$ cat src/rtl/rv32im_bus_arbiter.sv
// Two-master Wishbone classic arbiter: instruction fetch (m0) and load/store (m1)
// share one slave bus, with round-robin or fixed-priority grant and a bus watchdog.
module rv32im_bus_arbiter #(
  parameter int unsigned XLEN     = 32,
  parameter int unsigned PRIORITY = 0,
  parameter int unsigned TIMEOUT  = 255,
  parameter int unsigned TO_W     = 8
) (
  input  logic            clk_i,
  input  logic            rst_ni,
  input  logic            m0_cyc_i,
  input  logic            m0_stb_i,
  input  logic            m0_we_i,
  input  logic [3:0]      m0_sel_i,
  input  logic [XLEN-3:0] m0_adr_i,
  input  logic [XLEN-1:0] m0_dat_i,
  output logic [XLEN-1:0] m0_dat_o,
  output logic            m0_ack_o,
  output logic            m0_err_o,
  input  logic            m1_cyc_i,
  input  logic            m1_stb_i,
  input  logic            m1_we_i,
  input  logic [3:0]      m1_sel_i,
  input  logic [XLEN-3:0] m1_adr_i,
  input  logic [XLEN-1:0] m1_dat_i,
  output logic [XLEN-1:0] m1_dat_o,
  output logic            m1_ack_o,
  output logic            m1_err_o,
  output logic            s_cyc_o,
  output logic            s_stb_o,
  output logic            s_we_o,
  output logic [3:0]      s_sel_o,
  output logic [XLEN-3:0] s_adr_o,
  output logic [XLEN-1:0] s_dat_o,
  input  logic [XLEN-1:0] s_dat_i,
  input  logic            s_ack_i,
  input  logic            s_err_i,
  output logic [1:0]      grant_o,
  output logic            timeout_o
);

  // State encoding doubles as the one-hot grant vector.
  typedef enum logic [1:0] {
    IDLE = 2'b00,
    GNT0 = 2'b01,
    GNT1 = 2'b10
  } state_e;

  localparam bit            WD_EN   = (TIMEOUT != 0);
  localparam logic [TO_W-1:0] WD_LAST = TO_W'((TIMEOUT == 0) ? 0 : TIMEOUT - 1);

  state_e          state_q, state_d;
  logic            rr_last_q, rr_last_d;
  logic [TO_W-1:0] wd_q, wd_d;
  logic [1:0]      gnt;
  logic            stb_wait;
  logic            wd_fire;

  assign gnt     = state_q;
  assign grant_o = state_q;

  assign s_cyc_o = (gnt[0] & m0_cyc_i) | (gnt[1] & m1_cyc_i);
  assign s_stb_o = (gnt[0] & m0_stb_i) | (gnt[1] & m1_stb_i);
  assign s_we_o  = (gnt[0] & m0_we_i)  | (gnt[1] & m1_we_i);
  assign s_sel_o = ({4{gnt[0]}} & m0_sel_i) | ({4{gnt[1]}} & m1_sel_i);
  assign s_adr_o = ({(XLEN-2){gnt[0]}} & m0_adr_i) | ({(XLEN-2){gnt[1]}} & m1_adr_i);
  assign s_dat_o = ({XLEN{gnt[0]}} & m0_dat_i) | ({XLEN{gnt[1]}} & m1_dat_i);

  // Watchdog fires on the TIMEOUT-th unanswered strobe cycle; a same-cycle ack wins.
  assign stb_wait  = s_stb_o & ~s_ack_i & ~s_err_i;
  assign wd_fire   = WD_EN & stb_wait & (wd_q == WD_LAST);
  assign timeout_o = wd_fire;

  assign m0_dat_o = s_dat_i;
  assign m1_dat_o = s_dat_i;
  assign m0_ack_o = s_ack_i & gnt[0];
  assign m1_ack_o = s_ack_i & gnt[1];
  assign m0_err_o = (s_err_i | wd_fire) & gnt[0];
  assign m1_err_o = (s_err_i | wd_fire) & gnt[1];

  // Grant selection; a release hands the bus straight to a waiting master.
  always_comb begin
    state_d   = state_q;
    rr_last_d = rr_last_q;
    case (state_q)
      IDLE: begin
        if (m0_cyc_i && m1_cyc_i) begin
          state_d = ((PRIORITY != 0) || !rr_last_q) ? GNT1 : GNT0;
        end else if (m0_cyc_i) begin
          state_d = GNT0;
        end else if (m1_cyc_i) begin
          state_d = GNT1;
        end
      end
      GNT0: begin
        if (!m0_cyc_i) begin
          rr_last_d = 1'b0;
          state_d   = m1_cyc_i ? GNT1 : IDLE;
        end
      end
      GNT1: begin
        if (!m1_cyc_i) begin
          rr_last_d = 1'b1;
          state_d   = m0_cyc_i ? GNT0 : IDLE;
        end
      end
      default: state_d = IDLE;
    endcase

    wd_d = wd_q + TO_W'(1);
    if ((state_d != state_q) || !stb_wait || wd_fire) begin
      wd_d = '0;
    end
  end

  always_ff @(posedge clk_i or negedge rst_ni) begin
    if (!rst_ni) begin
      state_q   <= IDLE;
      rr_last_q <= 1'b1;
      wd_q      <= '0;
    end else begin
      state_q   <= state_d;
      rr_last_q <= rr_last_d;
      wd_q      <= wd_d;
    end
  end

endmodule

$ cat config.mk
export PLATFORM = sky130hd
export DESIGN_NAME = rv32im_bus_arbiter
export DESIGN_NICKNAME = d
export VERILOG_FILES = /design/src/rtl/rv32im_bus_arbiter.sv
export SDC_FILE = /design/constraint.sdc
export NUM_CORES = 1
export LEC_CHECK = 0
export CAP_MARGIN = 5
export CORE_AREA = 2 2 121 123
export CTS_BUF_LIST = sky130_fd_sc_hd__clkbuf_16
export DETAILED_ROUTE_END_ITERATION = 16
export DIE_AREA = 0 0 123 125
export GPL_TIMING_DRIVEN = 0
export PLACE_DENSITY = 0.52
export SLEW_MARGIN = 30
export SYNTH_ARGS = -nofsm -noshare
export SYNTH_HDL_FRONTEND = slang
export SYNTH_SLANG_ARGS = --single-unit
$ cat constraint.sdc
create_clock -name clk_i -period 2.6 [get_ports clk_i]
set_input_delay 0.78 -clock clk_i [delete_from_list [all_inputs] [get_ports clk_i]]
set_output_delay 0.78 -clock clk_i [all_outputs]
set_load 0.03 [all_outputs]
==> flow_metrics.py, run 1 <==
metrics = {
    "outcome": {
        "status": "finished, final reports clean",
    },
    "floorplanning": {
        "pin_count": 314,
        "dieWidth_um": 123,
        "rows": 44,
        "core_sq_um": 14200,
        "dieArea_sq_um": 15380,
        "initial_core_util": 0.1245,
        "die_h_um": 125,
    },
    "timing": {
        "finalSetupViolCount": 0,
        "worst_pin_slew_ns": 0.5042,
        "fin_tns_setup_ns": 0,
        "slew_headroom": 0.6628,
        "hold_viol_final": 0,
        "period_share": 0.9907,
        "rsz0062_at_grt": "false",
        "fin_skew_ns": 0.0009851,
        "fin_crit_ns": 2.576,
        "drv_slew": 0,
        "max_freq_mhz": 388.2,
    },
    "drt": {
        "wl_per_cell_um": 15.13,
        "via_count": 2697,
        "antenna_left": 0,
        "drt_iter0_drc": 51,
        "drcViolationCount": 0,
        "totalWireLength_um": 10350,
        "viasPerCell": 3.943,
        "drt_pass1_iterations": 4,
    },
    "global_route": {
        "grt_pass1_wl_um": 14410,
        "antenna_found_initial": 0,
        "grt_max_degree": 12,
        "grt_pass1_vias": 2759,
        "grtUsageTotal": 0.1196,
        "grt-ovfl-total": 0,
    },
    "yosys": {
        "synth-seq-area-share": 0.1564,
        "synth_top_area_share": 0.3468,
        "synth_most_common_cell": "a22o_1",
        "synthFlopType": "dfrtp_1",
        "synth.top_cells.by_area": "a22o_1 (35%), buf_4 (27%), dfrtp_1 (14%)",
        "yosysWarnings": 0,
        "ys_ff_latch": 11,
        "yosysUniqueCellTypes": 33,
        "syn_avg_cell_area_sq_um": 8.339,
        "yosys-top-cells-count": "a22o_1 (70), buf_4 (64), dfrtp_1 (10)",
        "yosysTopAreaCell": "a22o_1",
        "async_reset_ff_frac": 1.000,
        "synth_edf_count": 0,
        "synth_cells": 212,
        "syn_nets": 388,
        "syn_area_sq_um": 1768,
    },
    "critical_path": {
        "critPathLaunchType": "input port",
        "slowest_stage": "clkdlybuf4s50_1",
        "reg2reg_from": "wd_q[0]",
        "cp_slowest_stage_delay_ns": 0.49,
        "end_kind": "output port",
        "cp_cell_sequence": "clkdlybuf4s50_1 > a22o_1 > dlygate4sd2_1",
        "crit_start": "m0_sel_i[2]",
        "cp.arrival_ns": 1.80,
        "r2r_slack_ns": 1.17,
        "cp_max_fo": 1,
        "crit_type": "in -> out",
        "required_ns": 1.82,
    },
    "final_layout": {
        "diodes": 0,
        "synthToLayoutAreaGrowth_pct": 170.2,
        "num-fill-cells": 1469,
        "final_util": 0.3363,
        "stdcell_area_sq_um": 4777,
        "drive_above_1_share": 0.2780,
        "seq_area_sq_um": 276.5,
        "multi_input_area_sq_um": 933.4,
        "nets": 677,
    },
    "cts": {
        "cts.sinks": 11,
        "clockRootBuffer": "clkbuf_16",
        "cts_buffers": 3,
        "htree_levels": 1,
        "clockBufferDepth": 2,
        "clk_pin_slew_ns": 0.04,
        "clkLatencyLatePin_ns": 0.24,
        "tritoncts": "built",
        "ctsHoldBuffers": 0,
    },
    "power": {
        "max-vdd-ir-drop_uv": 209.1,
        "p_leak_nw": 2.161,
        "fin_total_pwr_w": 0.002349,
        "p_per_area_nw_per_um2": 491.6,
    },
    "placement": {
        "io_buffers": 281,
        "dp_hpwl_um": 8900,
        "routabilityCongestion": 0.7782,
        "placed_area_sq_um": 4811,
    },
    "hold_path": {
        "hp-start": "rr_last_q",
        "hp-class": "reg -> reg",
    },
    "flow_run": {
        "cap_violations": 0,
    },
}
## path summary, 6_finish.rpt
kind / to / cells past startpoint
min: rr_last_q / 2
max reg2reg: wd_q[6] / 4
min in group asynchronous: wd_q[2] / 1
max in group asynchronous: rr_last_q / 1
max: s_sel_o[2] / 3
min reg2reg: rr_last_q / 2
## cell usage in the layout, fill, tap and decap left out, types with 2 or more instances in the layout
master	count
nor3_1	6
o21ai_0	3
clkdlybuf4s50_1	203
nand3_1	3
nand2_1	3
xor2_1	2
inv_1	4
a211oi_1	2
clkdlybuf4s15_2	8
clkbuf_2	38
buf_2	11
clkbuf_16	3
dlygate4sd2_1	8
dlymetal6s2s_1	4
a21oi_1	2
and3_1	3
clkdlybuf4s15_1	20
or3_1	2
nor2_1	3
a22o_1	70
buf_4	69
buf_6	3
dfrtp_1	10
ha_1	2
and2_1	3
## kinds of logic (layout without fill, tap and decap cells)
family                     count (synthesis)  after routing  synth area share
and+or+nand+nor                           30             30           0.09696
xor gates and xnor gates                   3              3           0.01486
buffers and inverters                     84            372            0.3213
adders and majority gates                  2              2           0.01415
AOI/OAI and AO/OA                         82             82            0.3963
DFF                                       11             11            0.1564
## worst max-delay path: cells and delay by family
kind,cells,cell delay [ns]
AO/OA/AOI/OAI,1,0.14
buffers and inverters,2,0.88
## final cells by class
type | count | share of cell area
well taps | 184 | 0.04819
clock buffers | 3 | 0.01572
repair buffers | 284 | 0.5584
plain buffers | 81 | 0.1213
multi-input cells | 117 | 0.1954
inverters | 3 | 0.002357
flip-flops and latches | 11 | 0.05788
clock inverters | 1 | 0.0007858
## power by group
group	internal (W)	leakage (nW)	switching [W]
combinational	0.000794	1.97	0.00106
clock	0.000202	0.0423	0.0000748
sequential	0.000194	0.147	0.0000225
total	0.00119	2.16	0.00116
## flip-flops by register name, indices dropped and copies added, names as in the netlist
| signal | count |
|---|---|
| rr_last_q | 1 |
| grant_o | 2 |
| wd_q | 8 |
## stage by stage
stage,hold WS (ns),setup slack (ns),std cells
2_1_floorplan,0.4474,0.2191,212
3_3_place_gp,0.4767,-0.6407,677
3_5_place_dp,0.4850,-0.6533,677
4_1_cts,0.4923,-0.1649,682
5_1_grt,0.5308,0.0001064,684
6_report,0.4862,0.02421,684
## repair_timing
item                       4_1_cts  5_1_grt
buffers inserted                 1        2
setup endpoints to repair       74       53
pin swaps                        2        2
resized for setup              121       97
hold endpoints to repair         0        0
cloned                           0        0
## routing by layer
metal / share of wire / up-vias / track usage
met4: 0.011 / 0 / 0.02674
met1: 0.37 / 1202 / 0.1310
met5: 0 / - / 0
met2: 0.51 / 173 / 0.2304
li1: - / 1313 / -
met3: 0.11 / 9 / 0.02509
Power figures use the tool's default switching activity.
==> run 2, diff against run 1 <==
--- a/config.mk
+++ b/config.mk
@@ -5,13 +5,14 @@
 export SDC_FILE = /design/constraint.sdc
 export NUM_CORES = 1
 export LEC_CHECK = 0
+export ABC_AREA = 1
 export CAP_MARGIN = 5
-export CORE_AREA = 2 2 121 123
+export CORE_AREA = 2 2 122 124
 export CTS_BUF_LIST = sky130_fd_sc_hd__clkbuf_16
 export DETAILED_ROUTE_END_ITERATION = 16
-export DIE_AREA = 0 0 123 125
+export DIE_AREA = 0 0 124 126
 export GPL_TIMING_DRIVEN = 0
-export PLACE_DENSITY = 0.52
+export PLACE_DENSITY = 0.51
 export SLEW_MARGIN = 30
 export SYNTH_ARGS = -nofsm -noshare
 export SYNTH_HDL_FRONTEND = slang
==> flow_metrics.py, run 2 <==
metrics = {
    "yosys": {
        "synth-seq-area-share": 0.1551,
        "yosysTopAreaCell": "a22o_1",
        "syn_avg_cell_area_sq_um": 7.685,
        "synth_top_area_share": 0.3291,
        "synth_cells": 232,
        "async_reset_ff_frac": 1.000,
        "synthFlopType": "dfrtp_1",
        "synth_most_common_cell": "a22o_1",
        "yosysUniqueCellTypes": 20,
        "yosys-top-cells-count": "a22o_1 (67), buf_4 (66), nand2_1 (23)",
        "yosysWarnings": 0,
        "syn_nets": 408,
        "ys_ff_latch": 11,
        "synth.top_cells.by_area": "a22o_1 (33%), buf_4 (28%), dfrtp_1 (14%)",
        "syn_area_sq_um": 1783,
        "synth_edf_count": 0,
    },
    "placement": {
        "routabilityCongestion": 0.7260,
        "io_buffers": 281,
        "dp_hpwl_um": 9798,
        "place_inst": 697,
    },
    "global_route": {
        "grt_pass1_wl_um": 15410,
        "grt-ovfl-total": 0,
        "grt_max_degree": 12,
        "grt_pass1_vias": 2743,
        "grtUsageTotal": 0.1294,
        "antenna_found_initial": 0,
    },
    "drt": {
        "totalWireLength_um": 11120,
        "drt_iter0_drc": 52,
        "viasPerCell": 3.892,
        "via_count": 2732,
        "wl_per_cell_um": 15.84,
        "drt_pass1_iterations": 4,
        "drcViolationCount": 0,
        "antenna_left": 0,
    },
    "hold_path": {
        "whs_path_depth": 1,
        "hp-start": "wd_q[0]",
        "hp-class": "reg -> reg",
        "hold_end": "wd_q[0]",
    },
    "power": {
        "max-vdd-ir-drop_uv": 318.1,
        "p_int_w": 0.001365,
        "switching_share": 0.5394,
        "p_per_area_nw_per_um2": 626.7,
        "p_leak_nw": 2.189,
        "clkPwrFrac": 0.093,
        "pwr-share-comb": 0.834,
        "switchingPower_w": 0.001598,
        "power.share.sequential": 0.073,
    },
    "critical_path": {
        "critPathLaunchType": "input port",
        "r2r_slack_ns": 1.34,
        "cp_cell_sequence": "clkdlybuf4s50_1 > a22o_1 > dlygate4sd2_1",
        "reg2reg_from": "grant_o[1]",
        "critPathTopFamily": "buffers and inverters",
        "cp_num_buf_inv": 2,
        "cp_max_fo": 1,
        "slowest_stage": "clkdlybuf4s50_1",
        "crit_type": "in -> out",
        "r2r_end": "wd_q[4]",
        "rr_worst_depth": 7,
        "crit_start": "m0_sel_i[1]",
        "required_ns": 1.82,
        "end_kind": "output port",
        "cp.arrival_ns": 1.78,
        "cp_slowest_stage_delay_ns": 0.48,
    },
    "floorplanning": {
        "pin_count": 314,
        "die_h_um": 126,
        "rows": 44,
        "core_sq_um": 14310,
        "dieWidth_um": 124,
        "initial_core_util": 0.1246,
        "dieArea_sq_um": 15620,
    },
    "cts": {
        "tritoncts": "built",
        "clk_pin_slew_ns": 0.04,
        "clockBufferDepth": 2,
        "cts.sinks": 11,
        "ctsHoldBuffers": 0,
        "clkLatencyLatePin_ns": 0.24,
        "htree_levels": 1,
        "clockRootBuffer": "clkbuf_16",
        "cts_buffers": 3,
    },
    "timing": {
        "hold_viol_final": 0,
        "worst_pin_slew_ns": 0.5181,
        "max_freq_mhz": 390.4,
        "period_share": 0.9853,
        "rsz0062_at_grt": "false",
        "slew_headroom": 0.6535,
        "fin_tns_setup_ns": 0,
        "fin_skew_ns": 0.0007075,
        "finalSetupViolCount": 0,
        "fin_crit_ns": 2.562,
        "drv_slew": 0,
    },
    "final_layout": {
        "diodes": 0,
        "largest_reg_flops": 8,
        "layout_common_cells": "clkdlybuf4s50_1 (203), buf_4 (70), a22o_1 (67)",
        "layout_commonest_cell": "clkdlybuf4s50_1",
        "synthToLayoutAreaGrowth_pct": 165.1,
        "drive_above_1_share": 0.2973,
        "fin_cells": 702,
        "top_register": "wd_q",
        "num-fill-cells": 1543,
        "nets": 695,
    },
    "flow_run": {
        "cap_violations": 0,
    },
    "outcome": {
        "status": "finished, final reports clean",
    },
}
run 2: changes by cell type after synthesis, sizes merged, moves of 3 or more:
cell   change
a22o       -4
nor2      +15
inv        +9
nor3       -6
and2       -3
nand2     +20
and3       -3
run 2: how the worst max path moves through the flow:
stage	depth (start not counted)	to	slack [ns]
final	3	s_sel_o[1]	0.04
after global placement	8	m0_err_o	-0.67
after CTS	3	s_dat_o[7]	0.0008
after detailed placement	8	m1_err_o	-0.67
after global routing	7	m1_err_o	0.0002
after floorplan	6	m0_err_o	-0.05
run 2: per-stage QoR:
| stage | setup WS, ns | hold slack (ns) | utilization | total power [W] | area [sq um] |
|---|---|---|---|---|---|
| final | 0.03829 | 0.4866 | 0.3302 | 0.002962 | 4727 |
| after global routing | 0.0001917 | 0.5079 | 0.3302 | 0.003144 | 4727 |
| after CTS | 0.0008222 | 0.4894 | 0.3420 | 0.003075 | 4896 |
| after detailed placement | -0.6663 | 0.4838 | 0.3380 | 0.002973 | 4838 |
| after global placement | -0.6672 | 0.4739 | 0.3380 | 0.002971 | 4838 |
| after floorplan | -0.05155 | 0.4541 | - | 0.001734 | 1795 |
run 2: repair_timing:
item / CTS / global route
resized for setup: 133 / 86
buffers inserted: 1 / 0
pin swaps: 6 / 0
gates cloned: 0 / 0
setup endpoints to repair: 74 / 52
run 2: layout make-up:
class                           count  area, sq um  area share
Sequential cell                    11        277.8     0.05876
Timing Repair Buffer              282         2600      0.5500
Inverter                           12        45.04    0.009529
Clock inverter                      1        3.754   0.0007941
Clock buffer                        3        75.07     0.01588
Buffer                             80        573.1      0.1212
Multi-Input combinational cell    129        922.1      0.1951
Tap cell                          184        230.2     0.04870
run 2: metal layers:
metal | track usage | share of wire | up-vias
met1 | 0.1398 | 0.36 | 1224
met2 | 0.2557 | 0.53 | 168
met5 | 0 | 0 | -
li1 | - | - | 1328
met4 | 0.02313 | 0.018 | 0
met3 | 0.02582 | 0.098 | 12
run 2: cells by family (layout without fill, tap and decap cells):
group                      count (synthesis)  in the layout  share of synthesized area
AOI/OAI and AO/OA                         75             75                     0.3565
xor gates and xnor gates                   5              5                    0.02457
adders and majority gates                  2              2                    0.01403
buffers and inverters                     92            378                     0.3418
DFF                                       11             11                     0.1551
and+or+nand+nor                           47             47                     0.1081
run 2: power by group through the flow:
stage	sequential [W]	combinational [W]	clock, W
3_5_place_dp	0.000218	0.00275	0
6_report	0.000217	0.00247	0.000274
5_1_grt	0.000221	0.00263	0.000295
4_1_cts	0.000216	0.00258	0.000282
3_3_place_gp	0.000218	0.00275	0
2_1_floorplan	0.000230	0.00150	0
